`src/rtl/sort_pkg.sv`:
```
// sort_pkg: shared types and defaults for the pixel sorting engine.
//   state_t  : engine phase, LOAD -> SORT -> DRAIN -> LOAD
//   DEF_*    : default key width, tag width and frame depth
//   slot_t   : one stored word {key, tag} at the default widths
package sort_pkg;
   typedef enum logic [1:0] {LOAD, SORT, DRAIN} state_t;
   localparam int DEF_WIDTH = 16;
   localparam int DEF_TAG_W = 8;
   localparam int DEF_DEPTH = 8;
   typedef struct packed {
      logic [DEF_WIDTH-1:0] key;
      logic [DEF_TAG_W-1:0] tag;
   } slot_t;
endpackage

```
`src/rtl/compare_swap.sv`:
```
// compare_swap: combinational compare-and-swap cell on {key, tag} words.
//   a, b    : words entering the cell, a sits at the lower slot index
//   desc    : 0 orders ascending, 1 orders descending
//   lo_out  : word leaving toward the lower slot index
//   hi_out  : word leaving toward the higher slot index
// Only the key is compared; equal keys keep their positions so sorting stays stable.
module compare_swap import sort_pkg::*; #(
   parameter int WIDTH = DEF_WIDTH,
   parameter int TAG_W = DEF_TAG_W
) (
   input  logic [WIDTH+TAG_W-1:0] a,
   input  logic [WIDTH+TAG_W-1:0] b,
   input  logic                   desc,
   output logic [WIDTH+TAG_W-1:0] lo_out,
   output logic [WIDTH+TAG_W-1:0] hi_out
);
   logic [WIDTH-1:0] ka, kb;
   logic swap;
   assign ka = a[WIDTH+TAG_W-1:TAG_W];
   assign kb = b[WIDTH+TAG_W-1:TAG_W];
   assign swap = desc ? (ka < kb) : (ka > kb);
   assign lo_out = swap ? b : a;
   assign hi_out = swap ? a : b;
endmodule

```
`src/rtl/pixel_sort_engine.sv`:
```
// pixel_sort_engine: frame sorter built on an odd-even transposition network.
//   clk, rst                     : clock, asynchronous active-high reset
//   in_valid/in_ready            : input handshake, ready only while loading
//   in_key, in_tag, in_desc      : input word; direction taken from the first word
//   out_valid/out_ready          : output handshake, valid only while draining
//   out_key, out_tag, out_last   : sorted word, last flags the final word of a frame
//   busy                         : high while sorting or draining
module pixel_sort_engine import sort_pkg::*; #(
   parameter int WIDTH = DEF_WIDTH,
   parameter int TAG_W = DEF_TAG_W,
   parameter int DEPTH = DEF_DEPTH
) (
   input  logic             clk,
   input  logic             rst,
   input  logic             in_valid,
   output logic             in_ready,
   input  logic [WIDTH-1:0] in_key,
   input  logic [TAG_W-1:0] in_tag,
   input  logic             in_desc,
   output logic             out_valid,
   input  logic             out_ready,
   output logic [WIDTH-1:0] out_key,
   output logic [TAG_W-1:0] out_tag,
   output logic             out_last,
   output logic             busy
);
   localparam int SW = WIDTH + TAG_W;
   localparam int IW = $clog2(DEPTH);
   localparam logic [IW-1:0] LAST = IW'(DEPTH - 1);

   state_t state;
   logic [IW-1:0] wr_idx, phase, rd_idx;
   logic desc;
   logic [DEPTH-1:0][SW-1:0] slot, net;
   logic [DEPTH-2:0][SW-1:0] lo, hi;
   logic [SW-1:0] rd_word;

   genvar i;
   for (i = 0; i < DEPTH - 1; i++) begin : g_cs
      compare_swap #(.WIDTH(WIDTH), .TAG_W(TAG_W)) u_cs (
         .a(slot[i]), .b(slot[i+1]), .desc(desc), .lo_out(lo[i]), .hi_out(hi[i])
      );
   end

   // Cell j sits between slots j and j+1; it is active when its parity matches the phase.
   always_comb begin
      net = slot;
      for (int j = 0; j < DEPTH - 1; j++)
         if (j[0] == phase[0]) begin
            net[j]   = lo[j];
            net[j+1] = hi[j];
         end
   end

   always_ff @(posedge clk or posedge rst) begin
      if (rst) begin
         state  <= LOAD;
         wr_idx <= '0;
         phase  <= '0;
         rd_idx <= '0;
         desc   <= 1'b0;
         slot   <= '0;
      end else begin
         case (state)
            LOAD: if (in_valid) begin
               slot[wr_idx] <= {in_key, in_tag};
               if (wr_idx == '0) desc <= in_desc;
               if (wr_idx == LAST) begin
                  state  <= SORT;
                  wr_idx <= '0;
                  phase  <= '0;
               end else wr_idx <= wr_idx + 1'b1;
            end
            SORT: begin
               slot <= net;
               if (phase == LAST) begin
                  state  <= DRAIN;
                  rd_idx <= '0;
               end else phase <= phase + 1'b1;
            end
            DRAIN: if (out_ready) begin
               if (rd_idx == LAST) begin
                  state  <= LOAD;
                  rd_idx <= '0;
               end else rd_idx <= rd_idx + 1'b1;
            end
            default: state <= LOAD;
         endcase
      end
   end

   assign rd_word   = slot[rd_idx];
   assign in_ready  = state == LOAD;
   assign out_valid = state == DRAIN;
   assign busy      = state != LOAD;
   assign out_key   = out_valid ? rd_word[SW-1:TAG_W] : '0;
   assign out_tag   = out_valid ? rd_word[TAG_W-1:0] : '0;
   assign out_last  = out_valid && rd_idx == LAST;
endmodule

```
`config.mk`:
```
export PLATFORM = sky130hd
export DESIGN_NAME = pixel_sort_engine
export DESIGN_NICKNAME = d
export VERILOG_FILES = /design/src/rtl/sort_pkg.sv /design/src/rtl/compare_swap.sv /design/src/rtl/pixel_sort_engine.sv
export SDC_FILE = /design/constraint.sdc
export NUM_CORES = 1
export LEC_CHECK = 0
export ABC_AREA = 1
export BUFFER_PORTS_ARGS = -buffer_cell sky130_fd_sc_hd__buf_2
export CORE_UTILIZATION = 30
export CTS_BUF_LIST = sky130_fd_sc_hd__clkbuf_16
export DETAILED_ROUTE_END_ITERATION = 8
export GPL_TIMING_DRIVEN = 0
export PLACE_DENSITY = 0.52
export SETUP_SLACK_MARGIN = 0.15
export SLEW_MARGIN = 40
export SYNTH_ARGS = -nofsm -noshare
export SYNTH_HDL_FRONTEND = slang
export SYNTH_SLANG_ARGS = --single-unit
```
`constraint.sdc`:
```
create_clock -name clk -period 7.8 [get_ports clk]
set_input_delay 1.17 -clock clk [delete_from_list [all_inputs] [get_ports clk]]
set_output_delay 1.17 -clock clk [all_outputs]
set_load 0.03 [all_outputs]
```
[Yosys cells after proc, flatten, opt, wreduce, memory -nomap -nowiden]
Cells that the tools add are included.
Cells by class
  add/subtract/negate cells: 3
  multiply operators: 0
  divide/modulo/power cells: 0
  $lt $le $gt $ge: 17
  eq/ne operators: 21
  shift-type cells: 0
  multiplexer cells: 52
  bitwise operators: 0
  reductions and logical operators: 20
Operators with widths (count)
  $mux 24: 16
  $pmux 192 s2: 1
  $mux 48: 7
  $bwmux 192: 1
  $mux 192: 1
  $gt 16x16->1: 7
  $lt 16x16->1: 7
  $bmux 24 s3: 1
  $demux 24 s3: 1
  $reduce_and 4->1: 9
  $mux 3: 7
  $ne 3x2->1 const B: 7
  $mux 16: 1
  $pmux 3 s2: 2
  $mux 2: 5
  $ne 2x1->1 const B: 5
  $add 3x1->3 const B: 3
  $eq 3x3->1 const B: 3
  $lt 3x4->1 const B: 2
  $mux 8: 1
  $ne 2x2->1 const B: 4
  $mux 1: 7
  $pmux 2 s3: 1
  $reduce_and 3->1: 2
  other kinds (9): 12
Word-level totals
  register bits: 204
  bits in latches: 0
  memory bits (writable): 0
  bits in read-only memories: 0
  word-level logic and storage cells: 126
  memories: 0

[Depth between registers and ports, before layout]
Gate-level depths: netlist of run 1.
  word-level depth: 11
  mapped depth: 19

[Cells and area by module]
A second synthesis of run 1 with hierarchy kept.
Unflattened totals
  cell total of the unflattened synthesis: 4034
  area, all modules: 22471.6 um^2
By module, submodules not included
  pixel_sort_engine: instances 1, cells an instance 2389, area each 14072.2 um^2, sequential area each 5104.9 um^2
  compare_swap: instances 7, cells an instance 235, area each 1199.9 um^2, sequential area each 0.0 um^2

[Worst setup path before layout of run 1]
No wires, ideal clock.
  path type: register to output
  from: register rd_idx[0]
  to: output port out_tag[5]
  arrival time: 1.805 ns
  path slack: 4.825 ns
  cell stages (with the launch flop): 7
  path buffers: 2
  path through: dfrtp_1 clkbuf_1 clkbuf_1 o21ai_0 o21ai_0 o21ai_0 a31oi_1
Between the ends
  cells in the longest elaborated chain, start to end: 3
RTL lines
  start, declared: line pixel_sort_engine.sv:32  | logic [IW-1:0] wr_idx, phase, rd_idx;
  start signal, assigned: line pixel_sort_engine.sv:85  | end else rd_idx <= rd_idx + 1'b1;
  $bmux 24 s3: line pixel_sort_engine.sv:92  | assign rd_word = slot[rd_idx];
  $mux 24 (not written as such): line pixel_sort_engine.sv:92
  $mux 8: line pixel_sort_engine.sv:97  | assign out_tag = out_valid ? rd_word[TAG_W-1:0] : '0;
  end, declared: line pixel_sort_engine.sv:23  | output logic [TAG_W-1:0] out_tag,
Every way passes these cells. The select of a mux whose other input is x is not followed.

[Worst setup path in the final report of run 1]
  from: register rd_idx[0]
  to: output port out_key[14]
Between the ends
  cells in the longest elaborated chain, start to end: 3
RTL lines
  $bmux 24 s3: line pixel_sort_engine.sv:92
  $mux 24 (not written as such): line pixel_sort_engine.sv:92
  $mux 16: line pixel_sort_engine.sv:96  | assign out_key = out_valid ? rd_word[SW-1:TAG_W] : '0;
  end, declared: line pixel_sort_engine.sv:22  | output logic [WIDTH-1:0] out_key,
Every way passes these cells. The select of a mux whose other input is x is not followed.

==> flow_metrics.env, run 1 <==
export IMPL_drt_iter0_drc=1477
export IMPL_path_cells="clkbuf_1, buf_1, o21ai_0, nand3_1, nand2_1, a31oi_1, buf_2"
export IMPL_crit_family="buffers and inverters"
export IMPL_reg2reg_depth=14
export IMPL_cts_resized_gates=0
export IMPL_timing_final_crit_share_pct=58.52
export IMPL_cts_buffers=26
export IMPL_r2r_start="slot[47]$_DFFE_PP0P_"
export IMPL_r2r_setup_slack_ns=4.84
export IMPL_wl_mm=64.43
export IMPL_synth_seq_cells=204
export IMPL_tightest_slew_ns=0.9651
export IMPL_synth_top_family_by_area="simple AND/OR/NAND/NOR gates"
export IMPL_grt_pass1_wl_mm=98.08
export IMPL_clock_path_buffers=3
export IMPL_coreArea_um2=51610
export IMPL_drtAntennaViolNets=0
export IMPL_fin_setup_tns_ns=0
export IMPL_cts_tree="yes"
export IMPL_worstPathArrival_ns=3.39
export IMPL_synth_edf_count=0
export IMPL_worstSetupPathType="register to primary output"
export IMPL_yosysMostFrequentCell="nand2_1"
export IMPL_cts_setup_buffers=0
export IMPL_die_h_um=231.4
export IMPL_period_needed_ns=4.565
export IMPL_gp_congestion=0.9254
export IMPL_rsz0062_at_grt="no"
export IMPL_finalSetupViolations=0
export IMPL_worstHoldStart="slot[54]$_DFFE_PP0P_"
export IMPL_firstDrtPassIters=6
export IMPL_clkSlewWorstSetupHoldPaths_ns=0.06
export IMPL_ys_async_sr_fraction_pct=100.0
export IMPL_hold_path_class="register to register"
export IMPL_cp_end_kind="primary output"
export IMPL_overflow=0
export IMPL_hold_violations=0
export IMPL_vias=16710
export IMPL_min_to="slot[54]$_DFFE_PP0P_"
export IMPL_reg2reg_to="slot[7]$_DFFE_PP0P_"
export IMPL_fp_dieW_um=231.4
export IMPL_critPathSlowestCell="dfrtp_1"
export IMPL_whs_path_depth=2
export IMPL_grt_util_all_layers_pct=23.96
export IMPL_finalNetCount=2480
export IMPL_synth_area_leaders="dfrtp_1, nand2_1, ha_1"
export IMPL_yosys_area_share_adder_pct=9.430
export IMPL_fmax_mhz=219.1
export IMPL_avgSynthCellArea_um2=7.033
export IMPL_synth_area_leader_cell="dfrtp_1"
export IMPL_synthToLayoutAreaGrowth_pct=12.63
export IMPL_ios=57
export IMPL_slew_viol_final=0
export IMPL_clock_sinks=204
export IMPL_rows=83
export IMPL_crit_path_max_incr_delay_ns=0.66
export IMPL_ys_warn_count=0
export IMPL_die_area_um2=53550
export IMPL_ys_flop_type="dfrtp_1"
export IMPL_synth_xor_area_share_pct=0
export IMPL_yosys_area_share_simple_pct=26.33
export IMPL_synth_nets=2393
export IMPL_syn_instance_count=2245
export IMPL_syn_area_um2=15790
export IMPL_cp_max_fo=10
export IMPL_drc=0
export IMPL_clkLatencyLatePin_ns=0.57
export IMPL_root_buffer="clkbuf_16"
export IMPL_critPathRequiredTime_ns=6.63
export IMPL_ctsHoldBuffers=0
export IMPL_place_hpwl_mm=52.10
export IMPL_cap_violations=0
export IMPL_htreeDepth=1
export IMPL_viasPerCell=5.517
export IMPL_wl_per_cell_um=21.27
export IMPL_port_buffers=56
export IMPL_crit_buf_inv=3
export IMPL_initial_core_util_pct=30.59
export IMPL_ys_types=29
export IMPL_skew_ns=0.01428
export IMPL_grt_pass1_vias=16406
export IMPL_synthMuxAreaShare_pct=0
export IMPL_worstSetupStartpointType="register"
export IMPL_diodes=0
export IMPL_status="finished clean"
export IMPL_antenna_found_initial=0
export IMPL_synth_top_area_share_pct=32.33
export IMPL_nFillCells=5548
export IMPL_slew_headroom_pct=35.31
export IMPL_yosysSeqAreaShare_pct=32.33
export IMPL_synth_common_cells="nand2_1, inv_1, dfrtp_1, o21ai_0, nand4_1"
export IMPL_drive_above_1_share_pct=7.493
export IMPL_grt_start_max_net_pins=71
export IMPL_synth_compound_gate_area_share_pct=21.86
stage by stage:
step | area (um2) | hold slack (ns) | util, % | worst slack [ns] | cells
2_1_floorplan | 15790 | 0.4419 | - | 1.063 | 2245
3_3_place_gp | 16920 | 0.4531 | 32.78 | -2.157 | 2981
3_5_place_dp | 17010 | 0.4582 | 32.95 | 3.901 | 2984
4_1_cts | 17750 | 0.4727 | 34.39 | 3.285 | 3029
5_1_grt | 17780 | 0.4852 | 34.45 | 3.111 | 3029
6_report | 17780 | 0.4705 | 34.45 | 3.235 | 3029
worst reg2reg max path: stages (launching register included):
cell and delay (ns):
dfrtp_1 0.41, inv_1 0.10, ha_1 0.31, nand2_1 0.07, nor2_1 0.23, nand3_1 0.14
nor2_1 0.22, nand2_1 0.10, nand4_1 0.13, nand3_1 0.09, nand2_1 0.10, buf_2 0.23
buf_1 0.52, nand2_1 0.10, o21ai_0 0.10
placed cells by master (no fill, tap or decap), types with 48 or more instances in the layout:
cell type / synthesis / final
a22oi_1: 48 / 48
nand4_1: 154 / 154
nand2_1: 673 / 673
buf_2: 45 / 101
o221ai_1: 104 / 104
clkbuf_1: 94 / 93
ha_1: 119 / 119
o21ai_0: 185 / 185
nor2_1: 73 / 63
dfrtp_1: 204 / 204
a21oi_1: 142 / 142
inv_1: 238 / 249
per-layer routing:
layer	part of all wire, %	global-route usage (%)
met5	0	0
met4	3.6	9.189
met2	46	39.62
met1	44	31.75
met3	7.0	2.854
sequential cells by signal, summed over array words and instances, names as in the netlist:
name    cells
slot      192
phase       3
rd_idx      3
wr_idx      3
state       2
desc        1
logic make-up after synthesis:
group | Yosys count
buf+inv | 407
fa+ha+maj | 119
compound gates | 554
simple gates | 961
flops | 204
final cells by class:
cell class | instances | area, um2 | area share [%]
buffer | 158 | 654.4 | 3.680
inverter | 249 | 942.2 | 5.298
clock inverter | 18 | 70.07 | 0.3940
multi-input combinational | 1634 | 9130 | 51.34
clock buffer | 27 | 675.6 | 3.799
timing repair buffer | 59 | 355.3 | 1.998
tap | 680 | 850.8 | 4.784
sequential | 204 | 5105 | 28.71
worst max-delay path by stage:
stage	startpoint	depth (start not counted)	end
after floorplan	rst	1	desc$_DFFE_PP0P_
after global placement	rst	2	phase[1]$_DFFE_PP0P_
after detailed placement	rd_idx[0]$_DFFE_PP0P_	7	out_tag[6]
after CTS	rd_idx[0]$_DFFE_PP0P_	7	out_tag[6]
after global routing	rd_idx[0]$_DFFE_PP0P_	7	out_key[14]
final	rd_idx[0]$_DFFE_PP0P_	7	out_key[14]
Power of run 1 is left out: the tool's default activity adds up to more than one toggle a clock period on the data nets, which glitch-free logic cannot reach.
==> inputs of run 2 (changes only) <==
- clock period: 7.8 -> 4.7 ns (I/O delays scaled with it)
==> run 2 against run 1 <==
Against the previous run: hold slack worse by 0.29 ns; design area up 2.0%; wire length up 0.73%; die area unchanged; critical path depth unchanged; core utilization up 0.69 points; sequential share of layout area down 0.56 points; setup slack worse by 2.7 ns; clock-buffer cell count unchanged; final cell count up 0.40%; register-to-register slack worse by 3.1 ns; clock skew up 0.0077 ns.
==> flow_metrics.env, run 2 (same netlist as run 1, synthesis figures left out) <==
export IMPL_largest_register_ffs=192
export IMPL_clock_path_buffers=3
export IMPL_status="finished clean"
export IMPL_final_common_cell="nand2_1"
export IMPL_reg2reg_to="slot[35]$_DFFE_PP0P_"
export IMPL_grt_use_met1_pct=31.83
export IMPL_wl_per_cell_um=21.34
export IMPL_grtUsageMet2_pct=40.21
export IMPL_drt_iter0_drc=1631
export IMPL_viasPerCell=5.466
export IMPL_r2r_setup_slack_ns=1.73
export IMPL_cts_buffers=27
export IMPL_ctsHoldBuffers=0
export IMPL_clkSlewWorstSetupHoldPaths_ns=0.06
export IMPL_cp_max_fo=10
export IMPL_vias=16621
export IMPL_place_ws_ns=1.298
export IMPL_r2r_start="state[0]$_DFFE_PP0P_"
export IMPL_overflow=0
export IMPL_worstSetupStartpointType="register"
export IMPL_fin_ws_ns=0.5641
export IMPL_fin_cells=3041
export IMPL_slew_headroom_pct=33.93
export IMPL_grt_start_max_net_pins=24
export IMPL_nFillCells=5522
export IMPL_rows=83
export IMPL_clock_sinks=204
export IMPL_place_hpwl_mm=52.73
export IMPL_cts_resized_gates=0
export IMPL_grt_pass1_wl_mm=98.85
export IMPL_wl_mm=64.90
export IMPL_finalSetupViolations=0
export IMPL_critPathRequiredTime_ns=3.99
export IMPL_reg2reg_depth=10
export IMPL_cts_setup_buffers=0
export IMPL_clkLatencyLatePin_ns=0.57
export IMPL_timing_final_crit_share_pct=88.00
export IMPL_rsz0062_at_grt="no"
export IMPL_drtAntennaViolNets=0
export IMPL_grt_util_all_layers_pct=24.14
export IMPL_finalNetCount=2488
export IMPL_fp_dieW_um=231.4
export IMPL_dp_cells=2991
export IMPL_gp_congestion=0.9261
export IMPL_drc=0
export IMPL_synthToLayoutAreaGrowth_pct=14.87
export IMPL_period_needed_ns=4.136
export IMPL_coreArea_um2=51610
export IMPL_ios=57
export IMPL_cts_tree="yes"
export IMPL_grt_pass1_vias=16495
export IMPL_largest_register="slot"
export IMPL_gr_usage_met3_pct=3.076
export IMPL_worstSetupPathType="register to primary output"
export IMPL_worstPathArrival_ns=3.43
export IMPL_hold_violations=0
export IMPL_tightest_slew_ns=0.9875
export IMPL_cap_violations=0
export IMPL_antenna_found_initial=0
export IMPL_drive_above_1_share_pct=8.175
export IMPL_root_buffer="clkbuf_16"
export IMPL_diodes=0
export IMPL_firstDrtPassIters=5
export IMPL_die_area_um2=53550
export IMPL_port_buffers=56
export IMPL_fmax_mhz=241.8
export IMPL_initial_core_util_pct=30.59
export IMPL_hold_path_class="input pin to async pin"
export IMPL_slew_viol_final=0
export IMPL_cp_end_kind="primary output"
export IMPL_grt_busiest_layer="met2"
export IMPL_skew_ns=0.02195
export IMPL_die_h_um=231.4
export IMPL_htreeDepth=1
export IMPL_mostFrequentLayoutCells="nand2_1, inv_1, dfrtp_1"
## run 2: cell count changes in the layout (fill, tap and decap cells not counted), sizes merged
cell      change
inv          -10
bufinv        +6
clkinv        +8
clkinvlp      +1
buf           +7
## run 2: cell type report
class / instances / area [um2] / share of cell area, %
tap: 680 / 850.8 / 4.691
clock inverter: 23 / 256.5 / 1.414
inverter: 249 / 938.4 / 5.174
multi-input combinational: 1634 / 9131 / 50.34
clock buffer: 27 / 675.6 / 3.725
buffer: 158 / 654.4 / 3.608
sequential: 204 / 5105 / 28.15
timing repair buffer: 66 / 525.5 / 2.897
## run 2: how the worst max path moves through the flow
stage                               start  slack [ns]  depth (start not counted)                   end
floorplan                             rst        1.35                          1      desc$_DFFE_PP0P_
global placement                      rst       -0.36                          2  phase[1]$_DFFE_PP0P_
detailed placement  rd_idx[0]$_DFFE_PP0P_        1.30                          7           out_key[13]
CTS                 rd_idx[0]$_DFFE_PP0P_        0.67                          7            out_tag[6]
global route        rd_idx[0]$_DFFE_PP0P_        0.53                          7           out_key[13]
finish              rd_idx[0]$_DFFE_PP0P_        0.56                          7           out_key[13]
## run 2: metrics by stage
| step | setup TNS, ns | cell area [um2] | util (%) | hold slack, ns |
|---|---|---|---|---|
| floorplan | 0 | 15790 | - | 0.4419 |
| global placement | -66.96 | 16920 | 32.79 | 0.4532 |
| detailed placement | 0 | 17180 | 33.28 | 0.4582 |
| CTS | 0 | 18110 | 35.08 | 0.1642 |
| global route | 0 | 18140 | 35.14 | 0.2044 |
| finish | 0 | 18140 | 35.14 | 0.1790 |
## run 2: metal layers
| layer | up-vias | routed length [um] |
|---|---|---|
| li1 | 7967 | - |
| met4 | 0 | 2039 |
| met3 | 118 | 4382 |
| met1 | 7897 | 28190 |
| met2 | 639 | 30290 |
| met5 | - | 0 |
## run 2: worst max-delay path, stage by stage, from the launching register on
cell      delay (ns)
dfrtp_1         0.65
clkbuf_1        0.48
buf_1           0.62
o21ai_0         0.22
nand3_1         0.15
nand2_1         0.09
a31oi_1         0.37
buf_2           0.28
Power of run 2 is left out for the same reason.
==> inputs of run 3 (changes only) <==
- ABC_AREA: 1 -> not set
- CTS_CLUSTER_SIZE: not set -> 25
- RECOVER_POWER: not set -> 100
==> run 3 against run 2 <==
Against the previous run: critical path depth rose by 2; clock-buffer cell count decreased by 2; hold slack worse by 0.14 ns; synthesized area fell by 2.4%; setup slack lost 0.28 ns; non-clock buffer count shrank 53; final cell count is 26% lower; core utilization down 1.0 points; sequential share of layout area grew 1.6 points; die area decreased by 2.4%; design area decreased by 5.3%; wire length fell by 16%.
==> flow_metrics.env, run 3 <==
export IMPL_p_clk_share_pct=14.5
export IMPL_synth_nets=1631
export IMPL_syn_area_um2=15410
export IMPL_grt_pass1_wl_mm=84.10
export IMPL_wl_mm=54.71
export IMPL_postLayoutCoreUtil_pct=34.10
export IMPL_cp_max_fo=10
export IMPL_place_ws_ns=0.6971
export IMPL_synth_top_area_share_pct=33.13
export IMPL_syn_instance_count=1483
export IMPL_synth_top_family_by_area="multiplexers"
export IMPL_synthToLayoutAreaGrowth_pct=11.48
export IMPL_grt_start_max_net_pins=25
export IMPL_dp_cells=2221
export IMPL_initial_core_util_pct=30.58
export IMPL_viasPerCell=5.757
export IMPL_fp_dieW_um=228.6
export IMPL_clock_path_buffers=3
export IMPL_synth_area_leader_cell="dfrtp_1"
export IMPL_totalPowerFinal_w=0.01324
export IMPL_die_area_um2=52270
export IMPL_reg2reg_depth=9
export IMPL_finalNetCount=1723
export IMPL_crit_end="slot[176]$_DFFE_PP0P_"
export IMPL_port_buffers=56
export IMPL_clkLatencyLatePin_ns=0.55
export IMPL_gp_congestion=0.9136
export IMPL_drtAntennaViolNets=0
export IMPL_p_leak_nw=7.301
export IMPL_antenna_found_initial=0
export IMPL_drc=0
export IMPL_ir_drop_mv=0.4738
export IMPL_p_per_area_nw_per_um2=770.7
export IMPL_grt_util_all_layers_pct=20.98
export IMPL_fmax_mhz=226.6
export IMPL_ios=57
export IMPL_ys_types=56
export IMPL_synth_seq_cells=204
export IMPL_cap_violations=0
export IMPL_final_common_cell="dfrtp_1"
export IMPL_r2r_setup_slack_ns=0.29
export IMPL_grt_pass1_vias=13396
export IMPL_seq_power_share_pct=25.1
export IMPL_nFillCells=5155
export IMPL_ys_flop_type="dfrtp_1"
export IMPL_largest_register_ffs=192
export IMPL_yosysMostFrequentCell="dfrtp_1"
export IMPL_overflow=0
export IMPL_hold_path_class="input pin to async pin"
export IMPL_coreArea_um2=50380
export IMPL_cts_tree="yes"
export IMPL_die_h_um=228.6
export IMPL_synth_xor_area_share_pct=0
export IMPL_synthMuxAreaShare_pct=29.69
export IMPL_synth_edf_count=0
export IMPL_clkSlewWorstSetupHoldPaths_ns=0.06
export IMPL_yosys_area_share_simple_pct=7.569
export IMPL_wl_per_cell_um=24.17
export IMPL_ys_async_sr_fraction_pct=100.0
export IMPL_worstSetupPathType="register to register"
export IMPL_status="finished clean"
export IMPL_rsz0062_at_grt="no"
export IMPL_rows=82
export IMPL_vias=13034
export IMPL_skew_ns=0.01371
export IMPL_place_hpwl_mm=42.89
export IMPL_htreeDepth=1
export IMPL_finalSetupViolations=0
export IMPL_worstSetupStartpointType="register"
export IMPL_cts_setup_buffers=0
export IMPL_fin_ws_ns=0.2870
export IMPL_tightest_slew_ns=1.412
export IMPL_clock_sinks=204
export IMPL_period_needed_ns=4.413
export IMPL_slew_viol_final=0
export IMPL_comb_power_share_pct=60.3
export IMPL_largest_register="slot"
export IMPL_timing_final_crit_share_pct=93.89
export IMPL_cp_end_kind="register"
export IMPL_startpoint="slot[159]$_DFFE_PP0P_"
export IMPL_netSwitchingPower_w=0.006314
export IMPL_fin_hold_ws_ns=0.04189
export IMPL_synth_area_leaders="dfrtp_1, mux2i_1, ha_1"
export IMPL_slew_headroom_pct=5.892
export IMPL_worstPathArrival_ns=4.83
export IMPL_fin_cells=2264
export IMPL_ctsHoldBuffers=0
export IMPL_diodes=0
export IMPL_r2r_start="slot[159]$_DFFE_PP0P_"
export IMPL_root_buffer="clkbuf_16"
export IMPL_synth_common_cells="dfrtp_1, mux2i_1, o22ai_1, mux2_2, inv_1"
export IMPL_reg2reg_to="slot[176]$_DFFE_PP0P_"
export IMPL_firstDrtPassIters=7
export IMPL_avgSynthCellArea_um2=10.39
export IMPL_yosysSeqAreaShare_pct=33.13
export IMPL_drive_above_1_share_pct=17.84
export IMPL_drt_iter0_drc=1203
export IMPL_ys_warn_count=0
export IMPL_hold_violations=0
export IMPL_yosys_area_share_adder_pct=9.664
export IMPL_mostFrequentLayoutCells="dfrtp_1, mux2i_1, o22ai_1"
export IMPL_intPower_w=0.006925
export IMPL_critPathRequiredTime_ns=5.12
export IMPL_switching_share_pct=47.69
export IMPL_cts_buffers=24
export IMPL_synth_compound_gate_area_share_pct=13.87
run 3: cell count changes after synthesis, moves of 37 or more:
cell,previous run,this run
o21ai_0,185,16
mux2i_1,0,169
mux4_2,0,48
o211ai_1,40,3
nand2_1,673,61
a21oi_1,142,68
o221ai_1,104,1
inv_1,238,126
mux2_2,0,128
nand4_1,154,26
o22ai_1,0,146
run 3: worst min-delay path by stage:
| stage | to | slack, ns | cells past startpoint | from |
|---|---|---|---|---|
| 2_1_floorplan | phase[1]$_DFFE_PP0P_ | 0.45 | 2 | phase[1]$_DFFE_PP0P_ |
| 3_3_place_gp | phase[1]$_DFFE_PP0P_ | 0.47 | 2 | phase[1]$_DFFE_PP0P_ |
| 3_5_place_dp | phase[2]$_DFFE_PP0P_ | 0.49 | 2 | phase[2]$_DFFE_PP0P_ |
| 4_1_cts | slot[4]$_DFFE_PP0P_ | 0.03 | 2 | rst |
| 5_1_grt | slot[4]$_DFFE_PP0P_ | 0.03 | 2 | rst |
| 6_report | slot[4]$_DFFE_PP0P_ | 0.04 | 2 | rst |
run 3: timing repair:
action | in CTS | in global routing
endpoints found under the setup margin | 2 | 0
resized for setup | 1 | 0
hold endpoints to repair | 0 | 0
run 3: layer usage:
layer	wire length [um]	GRT usage [%]	vias up	part of all wire (%)
met5	0	0	-	0
met4	1874	7.341	0	3.4
met3	3382	3.119	102	6.2
met2	24940	33.62	450	46
met1	24510	28.69	6687	45
li1	-	-	5795	-
run 3: cell families after synthesis:
logic type / Yosys count
DFF: 204
AOI/OAI and AO/OA: 320
muxes: 369
and+or+nand+nor: 239
adders and majority gates: 119
buffers and inverters: 232
run 3: stage by stage:
stage | area, um2 | TNS [ns]
2_1_floorplan | 15410 | 0
3_3_place_gp | 16530 | -48.73
3_5_place_dp | 16770 | 0
4_1_cts | 17550 | 0
5_1_grt | 17180 | 0
6_report | 17180 | 0
run 3: area by class of cell:
cell class | count | area (um2) | share of cell area, %
multi-input cells | 1047 | 9251 | 53.86
flip-flops and latches | 204 | 5105 | 29.72
well taps | 672 | 840.8 | 4.895
clock buffers | 25 | 625.6 | 3.642
inverters | 127 | 478.0 | 2.783
plain buffers | 105 | 417.9 | 2.433
repair buffers | 66 | 307.8 | 1.792
clock inverters | 18 | 150.1 | 0.8741
run 3: critical path, cell delays in order (launching register included):
cell      delay [ns]
dfrtp_1         0.45
ha_1            0.36
a41oi_1         0.22
o21ai_0         0.31
a221oi_1        0.47
a31oi_1         0.19
o21ai_0         0.90
o21ai_0         0.67
buf_2           0.42
o221a_2         0.29
run 3: power by group through the flow:
stage	Sequential (W)	Clock, W	Combinational, W
after global placement	0.00333	0	0.00806
after detailed placement	0.00333	0	0.00825
after global routing	0.00341	0.00203	0.00871
final	0.00333	0.00192	0.00799
after floorplan	0.00294	0	0.00617
after CTS	0.00331	0.00195	0.00829
Power figures use the tool's default switching activity.
